File: config.mk
export PLATFORM = sky130hd
export DESIGN_NAME = input_image_loader
export DESIGN_NICKNAME = d
export VERILOG_FILES = /design/src/rtl/cnn_pkg.sv /design/src/rtl/loader_word_fifo.sv /design/src/rtl/input_image_loader.sv
export SDC_FILE = /design/constraint.sdc
export NUM_CORES = 1
export LEC_CHECK = 0
export BUFFER_PORTS_ARGS = -buffer_cell sky130_fd_sc_hd__buf_2
export CAP_MARGIN = 10
export CORE_MARGIN = 8
export CORE_UTILIZATION = 43
export DETAILED_ROUTE_END_ITERATION = 8
export PLACE_DENSITY = 0.62
export SLEW_MARGIN = 10
export SYNTH_ARGS = -nofsm -noshare
export SYNTH_HDL_FRONTEND = slang
export SYNTH_SLANG_ARGS = --single-unit
File: constraint.sdc
create_clock -name clk -period 5.3 [get_ports clk]
set_input_delay 0.265 -clock clk [delete_from_list [all_inputs] [get_ports clk]]
set_output_delay 0.265 -clock clk [all_outputs]
set_load 0.005 [all_outputs]
File: src/rtl/cnn_pkg.sv
// Shared constants and types for the CNN accelerator front-end.
// Image geometry and stream widths used by the loader and its word FIFO.
package cnn_pkg;

    localparam int PIX_W      = 16;
    localparam int WORD_W     = 64;
    localparam int ADDR_W     = 32;
    localparam int IMG_W      = 32;
    localparam int IMG_H      = 32;
    localparam int FIFO_DEPTH = 4;
    localparam int LANES      = WORD_W / PIX_W;
    localparam int NPIX       = IMG_W * IMG_H;
    localparam int NWORDS     = NPIX / LANES;

    typedef enum logic [1:0] {
        ST_IDLE  = 2'd0,
        ST_LOAD  = 2'd1,
        ST_DRAIN = 2'd2
    } loader_state_t;

    // Index width that stays at least one bit for degenerate sizes.
    function automatic int clog2_min1(input int value);
        return (value > 1) ? $clog2(value) : 1;
    endfunction

endpackage

File: src/rtl/loader_word_fifo.sv
// Small synchronous word FIFO buffering the input stream ahead of the unpacker.
// Push while full is accepted only when a pop happens in the same cycle.
module loader_word_fifo
    import cnn_pkg::*;
#(
    parameter int DEPTH = FIFO_DEPTH,
    parameter int WIDTH = WORD_W,
    localparam int PTR_W = clog2_min1(DEPTH),
    localparam int CNT_W = $clog2(DEPTH) + 1
) (
    input  logic             clk,
    input  logic             rst,
    input  logic             push,
    input  logic             pop,
    input  logic [WIDTH-1:0] din,
    output logic [WIDTH-1:0] dout,
    output logic             full,
    output logic             empty,
    output logic [CNT_W-1:0] count
);

    logic [WIDTH-1:0] r_mem [DEPTH];
    logic [PTR_W-1:0] r_wr_ptr;
    logic [PTR_W-1:0] r_rd_ptr;
    logic [CNT_W-1:0] r_count;
    logic             w_do_push;
    logic             w_do_pop;

    assign empty     = (r_count == '0);
    assign full      = (r_count == CNT_W'(DEPTH));
    assign count     = r_count;
    assign dout      = r_mem[r_rd_ptr];
    assign w_do_pop  = pop && !empty;
    assign w_do_push = push && (!full || w_do_pop);

    always_ff @(posedge clk) begin
        if (w_do_push) begin
            r_mem[r_wr_ptr] <= din;
        end
    end

    always_ff @(posedge clk or posedge rst) begin
        if (rst) begin
            r_wr_ptr <= '0;
            r_rd_ptr <= '0;
            r_count  <= '0;
        end else begin
            if (w_do_push) begin
                r_wr_ptr <= (r_wr_ptr == PTR_W'(DEPTH - 1)) ? '0 : r_wr_ptr + PTR_W'(1);
            end
            if (w_do_pop) begin
                r_rd_ptr <= (r_rd_ptr == PTR_W'(DEPTH - 1)) ? '0 : r_rd_ptr + PTR_W'(1);
            end
            r_count <= r_count + CNT_W'(w_do_push) - CNT_W'(w_do_pop);
        end
    end

endmodule

File: src/rtl/input_image_loader.sv
// Input image loader: unpacks packed pixel words into one buffer write per cycle
// and signals the layer sequencer once a full image has been stored.
module input_image_loader
    import cnn_pkg::*;
#(
    parameter int                WORD_W     = cnn_pkg::WORD_W,
    parameter int                PIX_W      = cnn_pkg::PIX_W,
    parameter int                IMG_W      = cnn_pkg::IMG_W,
    parameter int                IMG_H      = cnn_pkg::IMG_H,
    parameter int                ADDR_W     = cnn_pkg::ADDR_W,
    parameter logic [ADDR_W-1:0] BASE_ADDR  = '0,
    parameter int                FIFO_DEPTH = cnn_pkg::FIFO_DEPTH
) (
    input  logic              clk,
    input  logic              rst,
    input  logic              start_i,
    input  logic              data_in_valid,
    input  logic [WORD_W-1:0] data_in,
    output logic              data_in_ready,
    output logic              buf_we_o,
    output logic [ADDR_W-1:0] buf_wr_addr_o,
    output logic [PIX_W-1:0]  buf_wr_data_o,
    output logic              busy_o,
    output logic              load_done_o,
    output logic              overflow_o
);

    localparam int LANES  = WORD_W / PIX_W;
    localparam int NPIX   = IMG_W * IMG_H;
    localparam int NWORDS = NPIX / LANES;
    localparam int LANE_W = clog2_min1(LANES);
    localparam int WCNT_W = $clog2(NWORDS + 1);
    localparam int CNT_W  = $clog2(FIFO_DEPTH) + 1;

    loader_state_t     r_state;
    loader_state_t     w_state_next;
    logic              w_busy;
    logic              w_start_load;

    logic [WCNT_W-1:0] r_word_cnt;
    logic [WCNT_W-1:0] w_word_cnt_next;
    logic [ADDR_W-1:0] r_pix_cnt;
    logic              w_pix_last;

    logic              w_fifo_full;
    logic              w_fifo_empty;
    logic [CNT_W-1:0]  w_fifo_count;
    logic [CNT_W-1:0]  w_fifo_count_next;
    logic [WORD_W-1:0] w_fifo_dout;
    logic              w_push;
    logic              w_pop;

    logic [WORD_W-1:0] r_word;
    logic              r_word_vld;
    logic [LANE_W-1:0] r_lane;
    logic              w_lane_last;
    logic              w_fire;
    logic [PIX_W-1:0]  w_lane_data;

    logic              r_ready;
    logic              r_ovf;
    logic              r_we;
    logic              r_we_last;
    logic              r_done;
    logic [ADDR_W-1:0] r_addr;
    logic [PIX_W-1:0]  r_data;

    loader_word_fifo #(
        .DEPTH (FIFO_DEPTH),
        .WIDTH (WORD_W)
    ) u_fifo (
        .clk   (clk),
        .rst   (rst),
        .push  (w_push),
        .pop   (w_pop),
        .din   (data_in),
        .dout  (w_fifo_dout),
        .full  (w_fifo_full),
        .empty (w_fifo_empty),
        .count (w_fifo_count)
    );

    assign w_push      = data_in_valid && r_ready && (!w_fifo_full || w_pop);
    assign w_lane_last = (r_lane == LANE_W'(LANES - 1));
    assign w_pop       = !w_fifo_empty && (!r_word_vld || w_lane_last);
    assign w_fire      = r_word_vld;
    assign w_pix_last  = (r_pix_cnt == ADDR_W'(NPIX - 1));

    always_ff @(posedge clk or posedge rst) begin
        if (rst) begin
            r_state <= ST_IDLE;
        end else begin
            r_state <= w_state_next;
        end
    end

    always_comb begin
        w_state_next = r_state;
        case (r_state)
            ST_IDLE:  if (start_i)                          w_state_next = ST_LOAD;
            ST_LOAD:  if (r_word_cnt == WCNT_W'(NWORDS))    w_state_next = ST_DRAIN;
            ST_DRAIN: if (w_fire && w_pix_last)             w_state_next = ST_IDLE;
            default:                                        w_state_next = ST_IDLE;
        endcase
    end

    always_comb begin
        w_busy       = (r_state == ST_LOAD) || (r_state == ST_DRAIN);
        w_start_load = (r_state == ST_IDLE) && start_i;
    end

    // Ready is registered, so it is derived from next-cycle occupancy and word count.
    assign w_fifo_count_next = w_fifo_count + CNT_W'(w_push) - CNT_W'(w_pop);
    assign w_word_cnt_next   = w_start_load ? '0 : r_word_cnt + WCNT_W'(w_push);

    always_ff @(posedge clk or posedge rst) begin
        if (rst) begin
            r_word_cnt <= '0;
            r_ready    <= 1'b0;
            r_ovf      <= 1'b0;
        end else begin
            r_word_cnt <= w_word_cnt_next;
            r_ready    <= (w_state_next == ST_LOAD)
                       && (w_fifo_count_next < CNT_W'(FIFO_DEPTH))
                       && (w_word_cnt_next < WCNT_W'(NWORDS));
            r_ovf      <= r_ovf || (data_in_valid && !r_ready);
        end
    end

    always_ff @(posedge clk or posedge rst) begin
        if (rst) begin
            r_word     <= '0;
            r_word_vld <= 1'b0;
            r_lane     <= '0;
        end else if (w_pop) begin
            r_word     <= w_fifo_dout;
            r_word_vld <= 1'b1;
            r_lane     <= '0;
        end else if (r_word_vld) begin
            if (w_lane_last) begin
                r_word_vld <= 1'b0;
                r_lane     <= '0;
            end else begin
                r_lane     <= r_lane + LANE_W'(1);
            end
        end
    end

    always_comb begin
        w_lane_data = r_word[PIX_W-1:0];
        for (int unsigned i = 0; i < LANES; i++) begin
            if (r_lane == LANE_W'(i)) begin
                w_lane_data = r_word[i*PIX_W +: PIX_W];
            end
        end
    end

    always_ff @(posedge clk or posedge rst) begin
        if (rst) begin
            r_we      <= 1'b0;
            r_we_last <= 1'b0;
            r_done    <= 1'b0;
            r_addr    <= '0;
            r_data    <= '0;
            r_pix_cnt <= '0;
        end else begin
            r_we      <= w_fire;
            r_we_last <= w_fire && w_pix_last;
            r_done    <= r_we_last;
            if (w_fire) begin
                r_addr <= BASE_ADDR + r_pix_cnt;
                r_data <= w_lane_data;
            end
            if (w_start_load) begin
                r_pix_cnt <= '0;
            end else if (w_fire) begin
                r_pix_cnt <= r_pix_cnt + ADDR_W'(1);
            end
        end
    end

    assign data_in_ready = r_ready;
    assign buf_we_o      = r_we;
    assign buf_wr_addr_o = r_addr;
    assign buf_wr_data_o = r_data;
    assign busy_o        = w_busy;
    assign load_done_o   = r_done;
    assign overflow_o    = r_ovf;

endmodule

==> Yosys cells after proc, flatten, opt, wreduce, memory -nomap -nowiden <==
Memories as Yosys holds them, arrays and structs flattened. A register that Yosys moved wholly into a read port is not among the register bits.
Index checks and enable logic that the tools add are counted.
W data, S select, Z words.
{ "totals": {"ram_bits": 256, "inputBits": 68, "output_inout_bits": 53, "regBits": 106, "word_cells": 81, "memories": 1} }
{ "classes": {"n_addsub": 9, "n_lt_le_gt_ge": 2, "reduce_logical": 23, "n_mux": 20, "eq_ne": 11} }
{ "mem_list": {"columns": ["memory", "depth", "word_bits", "rd", "rd_clocked_by_memory_dff", "wr", "line_no", "source"], "rows": [
  ["u_fifo.r_mem", 4, 64, 1, 1, 1, "loader_word_fifo.sv:22", "logic [WIDTH-1:0] r_mem [DEPTH];"]
]} }
{ "op_table": {"columns": ["operator", "count"], "rows": [
  ["$mux W32", 2],
  ["$mux W16", 3],
  ["$add A32 B1 Y32 const B", 1],
  ["$eq A32 B10 Y1 const B", 1],
  ["$mux W2", 8],
  ["$eq A2 B2 Y1 const B", 5],
  ["$logic_and A1 B1 Y1", 10],
  ["$add A9 B1 Y9", 1],
  ["$eq A9 B9 Y1 const B", 1],
  ["$lt A9 B9 Y1 const B", 1],
  ["$mux W9", 1],
  ["$add A2 B1 Y2 const B", 3],
  ["$add A3 B1 Y3", 2],
  ["$eq A2 B1 Y1 const B", 3],
  ["$pmux W2 S3", 1],
  ["$sub A3 B1 Y3", 2],
  ["$logic_or A1 B1 Y1", 5],
  ["$mux W1", 5],
  ["$logic_not A1 Y1", 4],
  ["$reduce_bool A2 Y1", 2],
  ["$eq A3 B3 Y1 const B", 1],
  ["$logic_not A3 Y1", 1],
  ["$lt A3 B3 Y1 const B", 1],
  ["$logic_not A2 Y1", 1]
]} }

==> Logic depth before layout (Yosys ltp) <==
Gate-level depths: netlist of run 1.
{ "depth": {"depth_word": 10, "mapped_depth": 12} }

==> By module <==
From an unflattened synthesis of run 1, not the netlist that was laid out.
{ "unflattened": {"hier_cells": 972, "area_unflattened_um2": 16983.8} }
{ "modules_own_cells": {"columns": ["module", "instances", "cells_per_inst", "seq_area_each_um2", "area_per_inst_um2"], "rows": [
  ["loader_word_fifo", 1, 372, 7862.5, 9701.8],
  ["input_image_loader", 1, 600, 4078.9, 7282.0]
]} }

==> Worst setup path before layout of run 1 <==
No wires, ideal clock.
{ "synth_path": {"kind": "register to register", "startpoint": "register r_lane[0]", "endpoint": "memory u_fifo.r_mem[3][0] (netlist name), enable pin", "t_arrival_ps": 2715, "setup_slack_ps": 2156, "period_less_slack_ps": 3144, "stages_incl_launch_ff": 6, "path_cell_list": "dfrtp_1 > ha_1 > buf_2 > nor2b_1 > a41oi_2 > and2_1"} }
{ "synth_between": {"elab_chain_len": 8} }
{ "synth_lines": {"columns": ["item", "line_no", "source"], "rows": [
  ["start: declaration", "input_image_loader.sv:55", "logic [LANE_W-1:0] r_lane;"],
  ["start signal: assignment", "input_image_loader.sv:144", "r_lane <= r_lane + LANE_W'(1);"],
  ["$eq A2 B2 Y1 *", "input_image_loader.sv:84", "assign w_lane_last = (r_lane == LANE_W'(LANES - 1));"],
  ["$logic_or A1 B1 Y1 *", "input_image_loader.sv:85", "assign w_pop = !w_fifo_empty && (!r_word_vld || w_lane_last);"],
  ["$logic_and A1 B1 Y1 *", "input_image_loader.sv:85", null],
  ["$logic_or A1 B1 Y1 / $logic_and A1 B1 Y1 (equally long branches)", "input_image_loader.sv:83, loader_word_fifo.sv:33", null],
  ["$logic_and A1 B1 Y1 / $logic_or A1 B1 Y1 (equally long branches)", "input_image_loader.sv:83, loader_word_fifo.sv:34", null],
  ["$logic_and A1 B1 Y1 *", "loader_word_fifo.sv:34", "assign w_do_push = push && (!full || w_do_pop);"],
  ["$mux W1 *", "loader_word_fifo.sv:37", "if (w_do_push) begin"],
  ["$mux W1 (not written as such) *", "loader_word_fifo.sv:38", "r_mem[r_wr_ptr] <= din;"],
  ["end: declaration", "loader_word_fifo.sv:22", null]
]} }
Mark *: on every way between the ends. The rest lies on a longest branch, timed or not.

==> Final worst setup path of run 1 <==
{ "layout_path": {"startpoint": "register r_lane[0]", "endpoint": "memory u_fifo.r_mem[0][19] (netlist name), enable pin"} }
The elaborated chain is that of the path after synthesis.

==> results of run 1 <==
-- through the flow --
step | utilization (%) | cell area, um^2
global route | 52.1 | 20100
CTS | 52.1 | 20100
floorplan | - | 16900
finish | 52.1 | 20100
global placement | 46.7 | 18000
detailed placement | 46.7 | 18000
-- kinds of logic (layout without fill, tap and decap cells) --
kind of cell | Yosys count | in the layout | synth area share (%)
compound gates | 52 | 52 | 1.78
xor+xnor | 38 | 38 | 1.97
fa+ha+maj | 20 | 20 | 1.53
buf+inv | 64 | 301 | 1.63
flops | 426 | 426 | 70.8
mux | 195 | 195 | 17.0
simple gates | 172 | 172 | 5.25
-- area by class of cell --
type | instances | area share (%)
Tap cell | 518 | 3.22
Clock buffer | 67 | 6.41
Sequential cell | 426 | 59.4
Multi-Input combinational cell | 477 | 23.2
Clock inverter | 14 | 0.640
Timing Repair Buffer | 200 | 6.79
Inverter | 20 | 0.398
-- state kept, by name (all words and copies together) (netlist names) --
| register | count |
|---|---|
| r_lane | 2 |
| u_fifo.count | 3 |
| r_word_cnt | 9 |
| r_word | 64 |
| u_fifo.r_wr_ptr | 2 |
| u_fifo.r_rd_ptr | 2 |
| u_fifo.r_mem | 256 |
| load_done_o | 1 |
| r_state | 2 |
| r_pix_cnt | 32 |
| buf_we_o | 1 |
| buf_wr_data_o | 16 |
| r_word_vld | 1 |
| data_in_ready | 1 |
| r_we_last | 1 |
| buf_wr_addr_o | 32 |
| overflow_o | 1 |
-- how the worst max path moves through the flow --
stage,endpoint,slack [ps],cells after the start
6_report,u_fifo.r_mem[0][19]$_DFFE_PP_,2070,6
5_1_grt,u_fifo.r_mem[3][23]$_DFFE_PP_,1820,6
4_1_cts,u_fifo.r_mem[0][2]$_DFFE_PP_,2000,6
3_5_place_dp,u_fifo.r_mem[0][11]$_DFFE_PP_,2000,6
3_3_place_gp,u_fifo.r_mem[0][0]$_DFFE_PP_,2090,6
2_1_floorplan,buf_we_o$_DFF_PP0_,430,1
-- routing by layer --
metal  vias up  track usage, %  share of wire (%)
met4         2            3.66                1.7
met2       183            25.9                 51
met5         -           0.644               0.13
li1       4095               -                  -
met1      4476            19.7                 43
met3        47            2.81                4.1
-- worst reg2reg max path: stages, from the launching register on --
cell,delay (ps)
dfrtp_1,390
ha_1,170
buf_4,330
nor2b_1,180
a41oi_2,420
and2_2,730
buf_4,630
-- synth_stat cells (8+ instances only) --
cell,count
edfxtp_1,256
dfrtp_1,170
mux2_2,98
mux4_2,64
nor2_1,60
mux2i_1,33
nand2_1,33
a21oi_1,22
o21ai_0,22
inv_1,20
buf_2,19
ha_1,19
xnor2_1,19
xor2_1,19
clkbuf_1,16
nand3_1,13
nand4_1,12
nor3_1,10
and2_1,8
-- timing repair --
| action | in CTS | in global routing |
|---|---|---|
| endpoints found under the hold margin | 316 | 0 |
| hold buffers | 66 | 0 |
| resized for setup | 0 | 0 |
| buffers inserted | 0 | 0 |
-- power breakdown --
part | leakage [nW] | switching, W | internal [W]
clock | 0.693 | 0.00124 | 0.00178
combinational | 2.42 | 0.0000639 | 0.0000510
sequential | 4.43 | 0.0000000000000000000160 | 0.00352
==> results.md, run 1 <==
* Status: finished clean
* Detail-routed net length per standard cell at 20.1 um
* Tightest Pin Transition at 1040 ps
* CTS H-tree lvls at 2
* Die area at approximately 46000 um^2
* Crit path from: r_lane[0]$_DFFE_PP0P_
* EDFF count, synth at ~260
* Total Wirelength at 34600 um
* Initial Util at ~44%
* Synth Flop Type: edfxtp_1
* DRT iter0 DRCs at roughly 450
* Largest net degree at the start of global routing at 77
* CP top delay family: buffers and inverters
* Yosys top cell by area: edfxtp_1
* MaxCap Viol Count at 0
* Final setup fails at 0
* CP most frequent cell: buf_4
* Synth top area share at ~46%
* Clock Sinks at roughly 430
* Placer Congestion at 0.737
* Setup slack at placement at between 1500 and 2000 ps
* Crit path setup slack, layout at roughly 2100 ps
* Core Footprint at roughly 39000 um^2
* Syn Nets at 1055
* Most frequent cells in the layout: edfxtp_1, dfrtp_1, buf_2, mux2_2, dlygate4sd3_1
* Avg Cell Area, Syn at between 15 and 20 um^2
* DRT antenna net count at 0
* Clock-pin slew on the worst setup and hold paths at ~60 ps
* Row cnt at between 70 and 80
* Layout Nets at ~1300
* Die Ht at ~210 um
* Clock Skew at ~25 ps
* Netlist Area Pre-Place at 16900 um^2
* Part of the Yosys area used for sequential elements at between 70% and 80%
* Clock root buffer: clkbuf_16
* Gr usage total at ~15%
* Slowest CP cell: and2_2
* Fmax at roughly 310 MHz
* Setup_tns at 0 ps
* Share of cells above drive strength 1 at 31.4%
* Leakage at approximately 7.5 nW
* CTS tree: yes
* Largest buffer count on any clock path at 3
* Synth top area cells: edfxtp_1, dfrtp_1, mux4_2
* CP bufs+invs at 2
* Worst skew pair latency at around 560 ps
* Crit-path cells: ha_1 > buf_4 > nor2b_1 > a41oi_2 > and2_2 > buf_4
* Max_slew headroom at a little under a third
* DR DRC count at 0
* Vias in the first global route at roughly 9500
* Worst r2r dst: u_fifo.r_mem[0][19]$_DFFE_PP_
* Crit-path max FO at 38
* IO Count at roughly 120
* WP data required at between 5000 and 6000 ps
* Syn Inst Count at ~970
* Non-Filler Instances at 1722
* CTS Buf Count at 45
* Minimum hold slack at about 220 ps
* Largest stage delay, worst path at 730 ps
* Crit start category: register
* Critical Path AT at 3410 ps
* Post-synth ARST share at between 30% and 40%
* Worst setup EP type: register
* Yosys cell types at between 40 and 50
* Commonest non-fill, non-tap cell in the layout: edfxtp_1
* Vias at just under 9000
* Flop-to-flop setup slack at 2070 ps
* Vias/cell at between 5 and 6
* # diodes at 0
* PortBufs at 120
* Worst vdd ir at 0.000285 V
* Antenna violations before repair at 1
* Final HPWL DP at about 21000 um
* DIE WIDTH at around 210 um
* Final cycle utilization of the critical path at roughly 61%
* Placed Cells at 1575
* RSZ-0062 raised after global routing: false
* Register area at roughly 12000 um^2
* DR pass1 iterations at 6
* Footprint of the multi-input gates at roughly 4700 um^2
* PD cells at 331 nW/um^2
* #FFs+latches synth at roughly 430
* Total gr overflow at 0
* Syn-to-layout area delta at 19.3%
* Fill count at ~3100
* Hold crit path type: in2reg
* Crit path kind: reg2reg
* Total power at ~0.0067 W
* Hold Vio Cnt, Final at 0
* Hold Path Stages at 4
* Syn. warnings at 0
* Worst r2r src: r_lane[0]$_DFFE_PP0P_
* HP Start: start_i
* Hold path endpoint: r_state[1]$_DFF_PP0_
* Period minus WS final at approximately 3200 ps
* Max-slew violation count at 0
* Global-route wire length before repair at approximately 56000 um
* R2R depth at 6
Power figures use the tool's default switching activity.
==> run 2: changes to the inputs <==
==> constraint.sdc (replaced) <==
create_clock -name clk -period 3.26 [get_ports clk]
set_input_delay 0.163 -clock clk [delete_from_list [all_inputs] [get_ports clk]]
set_output_delay 0.163 -clock clk [all_outputs]
set_load 0.005 [all_outputs]
==> run 2 against run 1 <==
Combinational power grew 64%. Via count rose by 0.89%. Hold slack gained 28 ps. Cell count rose by 0.87%. Power increased by 72%. Utilization grew 0.96 points. Sequential cell count did not move. First-iteration DRC count grew 18%. Final area rose by 1.8%. Register-to-register slack got worse by 1400 ps. Clock skew down 11 ps. Critical path type unchanged. Critical endpoint is now data_in_ready$_DFF_PP0_. Largest cell class unchanged.
==> results.md, run 2 (same netlist as run 1, synthesis figures left out) <==
* Layout Nets at 1270 (+0.95%)
* Vias at 8881 (+0.89%)
* RSZ-0062 raised after global routing: false
* Leakage at 7.71 nW (+2.2%)
* Regs by FF count: u_fifo.r_mem x256, r_word x64
* Die area at 45800 um^2 (unchanged)
* WP data required at 3720 ps (-1760 ps)
* DR DRC count at 0 (unchanged)
* IO Count at 121 (unchanged)
* Worst vdd ir at 0.000545 V (+91%)
* CTS Buf Count at 45 (unchanged)
* Core Footprint at 38600 um^2 (unchanged)
* Worst r2r dst: data_in_ready$_DFF_PP0_
* CTS H-tree lvls at 2 (unchanged)
* Flop-to-flop setup slack at 700 ps (-1380 ps)
* Hold crit path type: in2async
* Detail-routed net length per standard cell at 20.3 um (+0.96%)
* Worst setup EP type: register
* Crit path kind: reg2reg
* Final setup fails at 0 (unchanged)
* Clock Skew at 14.7 ps (-10.7 ps)
* Max reg flops at 256 (unchanged)
* Global-route wire length before repair at 55900 um (+0.73%)
* Postcts setup bufs at 0 (unchanged)
* Largest buffer count on any clock path at 3 (unchanged)
* PD cells at 557 nW/um^2 (+69%)
* Total Wirelength at 35200 um (+1.8%)
* Crit path from: r_lane[0]$_DFFE_PP0P_
* Die Ht at 214 um (unchanged)
* Critical Path Sink: data_in_ready$_DFF_PP0_
* Initial Util at 43.6% (unchanged)
* Crit-path max FO at 9 (-76%)
* # diodes at 0 (unchanged)
* Worst skew pair latency at 560 ps (about the same)
* Clock root buffer: clkbuf_16
* R2R depth at 10 (+4)
* Vias in the first global route at 9524 (-0.052%)
* Tightest Pin Transition at 878 ps (-157 ps)
* Worst r2r src: r_lane[0]$_DFFE_PP0P_
* Share of cells above drive strength 1 at 32.6% (+1.2 points)
* DIE WIDTH at 214 um (unchanged)
* DP Area at 18200 um^2 (+0.86%)
* PortBufs at 120 (unchanged)
* DRT antenna net count at 0 (unchanged)
* Critical Path AT at 3020 ps (-390 ps)
* Post-route cell area at 20500 um^2 (+1.8%)
* Antenna violations before repair at 1 (unchanged)
* Clock-pin slew on the worst setup and hold paths at 60 ps (about the same)
* Largest net degree at the start of global routing at 77 (unchanged)
* MaxCap Viol Count at 0 (unchanged)
* Period minus WS final at 2560 ps (-663 ps)
* DR pass1 iterations at 5 (-1)
* Max_slew headroom at 41.4% (+10 points)
* Final HPWL DP at 22000 um (+3.0%)
* Most flop-heavy register: u_fifo.r_mem
* Most frequent cells in the layout: edfxtp_1, dfrtp_1, buf_2, mux2_2, dlygate4sd3_1
* Placer Congestion at 0.765 (+3.8%)
* Max-slew violation count at 0 (unchanged)
* DRT iter0 DRCs at 529 (+18%)
* Total gr overflow at 0 (unchanged)
* Syn-to-layout area delta at 21.5%
* Final cycle utilization of the critical path at 78.6% (+18 points)
* Minimum hold slack at 249 ps (+28.0 ps)
* Hold Vio Cnt, Final at 0 (unchanged)
* Crit start category: register
* Setup slack at placement at 679 ps (-1320 ps)
* Commonest non-fill, non-tap cell in the layout: edfxtp_1
* Status: finished clean
* Setup_tns at 0 ps (unchanged)
* CTS tree: yes
* Gr usage total at 15.4% (+0.26 points)
* Fmax at 390 MHz (+26%)
* Crit path setup slack, layout at 698 ps (-1380 ps)
* Row cnt at 72 (unchanged)
* Vias/cell at 5.11 (about the same)
* Clock Sinks at 426 (unchanged)
[run 2: cell types whose count changed in the layout (fill, tap and decap cells not counted), sizes merged]
cell and change:
buf +11, bufinv +6, clkbuf -4, clkinv -3
clkinvlp +3, dlygate4sd3 +1, inv +1
[run 2: power breakdown]
part,switching (W),leakage (nW),total [W],internal (W)
Clock,0.00209,0.784,0.00550,0.00341
Sequential,0.0000000000000000000288,4.43,0.00573,0.00573
Combinational,0.000103,2.50,0.000189,0.0000861
[run 2: repair_timing]
item | in CTS | in global routing
hold buffers | 67 | 0
gates resized for setup | 0 | 0
hold endpoints to repair | 279 | 0
[run 2: how the worst min path moves through the flow]
stage / start / endpoint / slack [ps]
2_1_floorplan: data_in[0] / u_fifo.r_mem[0][0]$_DFFE_PP_ / 260
3_3_place_gp: rst / buf_wr_data_o[5]$_DFFE_PP0P_ / 290
3_5_place_dp: rst / buf_wr_data_o[5]$_DFFE_PP0P_ / 300
4_1_cts: rst / r_word[41]$_DFFE_PP0P_ / 260
5_1_grt: rst / r_word[41]$_DFFE_PP0P_ / 300
6_report: rst / buf_wr_data_o[5]$_DFFE_PP0P_ / 250
[run 2: critical path, stage by stage (launching register included)]
cell     delay, ps
dfrtp_1        400
ha_1           220
nor2b_1        320
a41oi_2        290
ha_1           290
ha_1           210
nand3_1        150
nor3_1          90
xnor2_1        140
nor2_1          90
nor4b_4        260
[run 2: stage by stage]
stage	util [%]	power, W	instances
CTS	53.0	0.0116	1737
finish	53.0	0.0114	1737
floorplan	-	0.00587	967
global placement	47.1	0.00596	1586
detailed placement	47.1	0.00596	1586
global route	53.0	0.0118	1737
[run 2: cell type report]
type	instances	area, um^2
clock buffer	63	1280
clock inverter	21	340
fill	3139	18100
inverter	20	78.8
multi-input combinational	477	4660
sequential	426	11900
tap	518	648
timing repair buffer	212	1530
[run 2: routing by layer]
metal  up-vias  track usage (%)  part of all wire [%]
met4         2             3.34                   1.2
met3        37             3.19                   4.7
met5         -                0                 0.028
li1       4111                -                     -
met2       174             26.3                    50
met1      4557             20.1                    44
==> run 3: changes to the inputs <==
--- a/config.mk
+++ b/config.mk
@@ -5,12 +5,13 @@
 export SDC_FILE = /design/constraint.sdc
 export NUM_CORES = 1
 export LEC_CHECK = 0
+export ABC_AREA = 1
 export BUFFER_PORTS_ARGS = -buffer_cell sky130_fd_sc_hd__buf_2
 export CAP_MARGIN = 10
 export CORE_MARGIN = 8
 export CORE_UTILIZATION = 43
 export DETAILED_ROUTE_END_ITERATION = 8
-export PLACE_DENSITY = 0.62
+export PLACE_DENSITY = 0.64
 export SLEW_MARGIN = 10
 export SYNTH_ARGS = -nofsm -noshare
 export SYNTH_HDL_FRONTEND = slang
==> constraint.sdc (replaced) <==
create_clock -name clk -period 2.3 [get_ports clk]
set_input_delay 0.115 -clock clk [delete_from_list [all_inputs] [get_ports clk]]
set_output_delay 0.115 -clock clk [all_outputs]
set_load 0.005 [all_outputs]
==> run 3 against run 2 <==
Cell count rose by 34%. Die area rose by 3.0%. Utilization fell by 0.39 points. Power rose by 120%. Combinational power rose to 39 times the previous value. Area after synthesis rose by 3.2%. Register-to-register slack got worse by 530 ps. Critical path type unchanged. Count of clock-buffer cells in the layout fell by 4. Sequential share of layout area fell by 1.3 points.
==> results.md, run 3 <==
* Critical Path Sink: u_fifo.count[2]$_DFF_PP0_
* PD cells at 1220 nW/um^2 (+120%)
* Detail-routed net length per standard cell at 17.8 um (-12%)
* Part of the Yosys area used for sequential elements at 68.6% (-2.2 points)
* Vias/cell at 5.19 (+1.5%)
* Met3 GRT Util at 3.01% (-0.18 points)
* Most frequent cells in the layout: nor2_1, edfxtp_1, o21ai_0, nand2_1, dfrtp_1
* Gr usage total at 17.4% (+2.1 points)
* Yosys top cell by area: edfxtp_1
* GRT met2 Usage at 29.2% (+3.0 points)
* Period minus WS final at 2130 ps (-430 ps)
* Crit-path cells: ha_4 > nor2_8 > inv_4 > nand2_4 > clkinv_2 > ha_1 > inv_1 > ha_1 > fa_1 > xnor2_1
* Crit-path max FO at 6 (-3)
* Status: finished clean
* Yosys cell types at 46 (unchanged)
* Post-route cell area at 21000 um^2 (+2.3%)
* Max reg flops at 256 (unchanged)
* Leakage at 8.26 nW (+7.1%)
* Crit. path cell count at 10 (unchanged)
* Avg Cell Area, Syn at 11.1 um^2 (-36%)
* Layout Nets at 1854 (+46%)
* CTS H-tree lvls at 2 (unchanged)
* Commonest non-fill, non-tap cell in the layout: nor2_1
* IO Count at 121 (unchanged)
* Worst r2r dst: u_fifo.count[2]$_DFF_PP0_
* CP top delay family: adder cells
* EDFF count, synth at 256 (unchanged)
* Syn Nets at 1658 (+57%)
* Total power at 0.0255 W (+120%)
* DR pass1 iterations at 5 (unchanged)
* Regs by FF count: u_fifo.r_mem x256, r_word x64
* CTS tree: yes
* Final setup fails at 0 (unchanged)
* MaxCap Viol Count at 0 (unchanged)
* Share of cells above drive strength 1 at 14.9% (-18 points)
* Synth top area share at 44.2% (-1.4 points)
* CP bufs+invs at 3 (+3)
* Total Wirelength at 41500 um (+18%)
* Worst skew pair latency at 570 ps (about the same)
* Clock Skew at 11.7 ps (-3.01 ps)
* Row cnt at 73 (+1.4%)
* Total gr overflow at 0 (unchanged)
* Synth top area cells: edfxtp_1, dfrtp_1, o21ai_0
* Clock root buffer: clkbuf_16
* Most flop-heavy register: u_fifo.r_mem
* DP Area at 18800 um^2 (+3.2%)
* Clock Sinks at 426 (unchanged)
* Worst r2r src: r_lane[1]$_DFFE_PP0P_
* Hold Vio Cnt, Final at 0 (unchanged)
* # diodes at 0 (unchanged)
* CTS Buf Count at 45 (unchanged)
* Post-synth ARST share at 39.9% (unchanged)
* Synth top cells by count: nor2_1, edfxtp_1, o21ai_0
* Max-slew violation count at 0 (unchanged)
* WP data required at 2750 ps (-970 ps)
* Crit start category: register
* Crit path kind: reg2reg
* Synth Flop Type: edfxtp_1
* Clock-pin slew on the worst setup and hold paths at 60 ps (about the same)
* DR DRC count at 0 (unchanged)
* Worst vdd ir at 0.000876 V (+61%)
* Vias at 12065 (+36%)
* CP most frequent cell: ha_1
* Cell with the most instances after synthesis: nor2_1
* Initial Util at 43.7% (+0.068 points)
* Crit path setup slack, layout at 168 ps (-530 ps)
* Flop-to-flop setup slack at 170 ps (-530 ps)
* Worst setup EP type: register
* Crit path from: r_lane[1]$_DFFE_PP0P_
* Syn-to-layout area delta at 20.4%
* DIE WIDTH at 217 um (+1.5%)
* R2R depth at 10 (unchanged)
* Fin util at 52.6% (-0.39 points)
* Fmax at 469 MHz (+20%)
* Vias in the first global route at 11893 (+25%)
* GRT Max-Usage Layer: met2
* Placer Congestion at 0.896 (+17%)
* Postcts setup bufs at 0 (unchanged)
* Setup slack at placement at 152 ps (-527 ps)
* Slowest CP cell: dfrtp_1
* RSZ-0062 raised after global routing: false
* Largest buffer count on any clock path at 3 (unchanged)
* Die area at 47200 um^2 (+3.0%)
* Global-route wire length before repair at 65600 um (+17%)
* Met1 GRT Util at 22.9% (+2.8 points)
* PortBufs at 120 (unchanged)
* Netlist Area Pre-Place at 17400 um^2 (+3.2%)
* Final cycle utilization of the critical path at 92.7% (+14 points)
* Core Footprint at 39800 um^2 (+3.0%)
* DRT iter0 DRCs at 912 (+72%)
* Die Ht at 217 um (+1.5%)
* Syn. warnings at 0 (unchanged)
* Hold crit path type: in2async
* Tightest Pin Transition at 764 ps (-114 ps)
* Syn Inst Count at 1570 (+62%)
* DRT antenna net count at 0 (unchanged)
* Final HPWL DP at 26500 um (+20%)
* Antenna violations before repair at 0 (-1)
* Largest stage delay, worst path at 430 ps (+30 ps)
* Max_slew headroom at 48.9% (+7.5 points)
* Minimum hold slack at 234 ps (-14.8 ps)
* Largest net degree at the start of global routing at 103 (+34%)
* Critical Path AT at 2580 ps (-440 ps)
* #FFs+latches synth at 426 (unchanged)
[run 3: changes by cell type in the layout (fill, tap and decap cells not counted), moves of 31 or more]
cell,delta
inv_1,+86
mux4_2,-64
mux2_2,-98
nand2_1,+164
a31oi_1,+31
mux2i_1,-33
o21ai_0,+205
o22ai_1,+35
nor2_1,+220
[run 3: how the worst min path moves through the flow]
stage / from / endpoint / slack [ps] / cells after the start
after CTS: rst / u_fifo.r_wr_ptr[1]$_DFFE_PP0P_ / 230 / 3
after global routing: data_in[2] / u_fifo.r_mem[2][2]$_DFFE_PP_ / 280 / 2
final: rst / buf_wr_data_o[7]$_DFFE_PP0P_ / 230 / 3
after detailed placement: rst / buf_wr_data_o[3]$_DFFE_PP0P_ / 290 / 2
after floorplan: data_in[0] / u_fifo.r_mem[0][0]$_DFFE_PP_ / 210 / 0
after global placement: rst / buf_wr_data_o[3]$_DFFE_PP0P_ / 290 / 2
[run 3: cell type report]
class                      count  area [um^2]
timing repair buffer         227         1720
clock inverter                23          284
tap                          525          657
inverter                     114          440
clock buffer                  59         1220
multi-input combinational    952         4700
fill                        3448        18900
sequential                   426        11900
[run 3: logic make-up (layout without fill, tap and decap cells)]
family	count (synthesis)	in the layout	share of synthesized area [%]
and+or+nand+nor	559	559	13.3
DFF	426	426	68.6
AOI/OAI and AO/OA	369	369	11.7
buffers and inverters	192	423	4.78
adders and majority gates	20	20	1.48
xor gates and xnor gates	4	4	0.201
[run 3: report_power, final]
part / total (W) / internal [W] / switching [W]
clock network: 0.00731 / 0.00434 / 0.00298
registers: 0.0108 / 0.00989 / 0.000909
logic: 0.00736 / 0.00252 / 0.00484
total: 0.0255 / 0.0168 / 0.00872
[run 3: per-stage QoR]
| step | cells | setup TNS, ps |
|---|---|---|
| after floorplan | 1570 | -344290 |
| after global placement | 2177 | 0 |
| after detailed placement | 2177 | 0 |
| after CTS | 2326 | 0 |
| after global routing | 2326 | 0 |
| final | 2326 | 0 |
[run 3: worst min-delay path, stage by stage]
cell	delay (ps)
dlygate4sd3_1	530
buf_2	140
clkinvlp_4	500
[run 3: repair_timing]
item | CTS | global route
endpoints found under the setup margin | 0 | 1
gates resized for setup | 0 | 1
hold buffers | 67 | 0
hold endpoints to repair | 283 | 0
[run 3: per-layer routing]
layer  routed length, um  vias up  share of wire, %
met5                   0        -                 0
met3                2300       60               5.5
met4                 874        0               2.1
met1               18300     5854                44
met2               20000      325                48
li1                    -     5826                 -
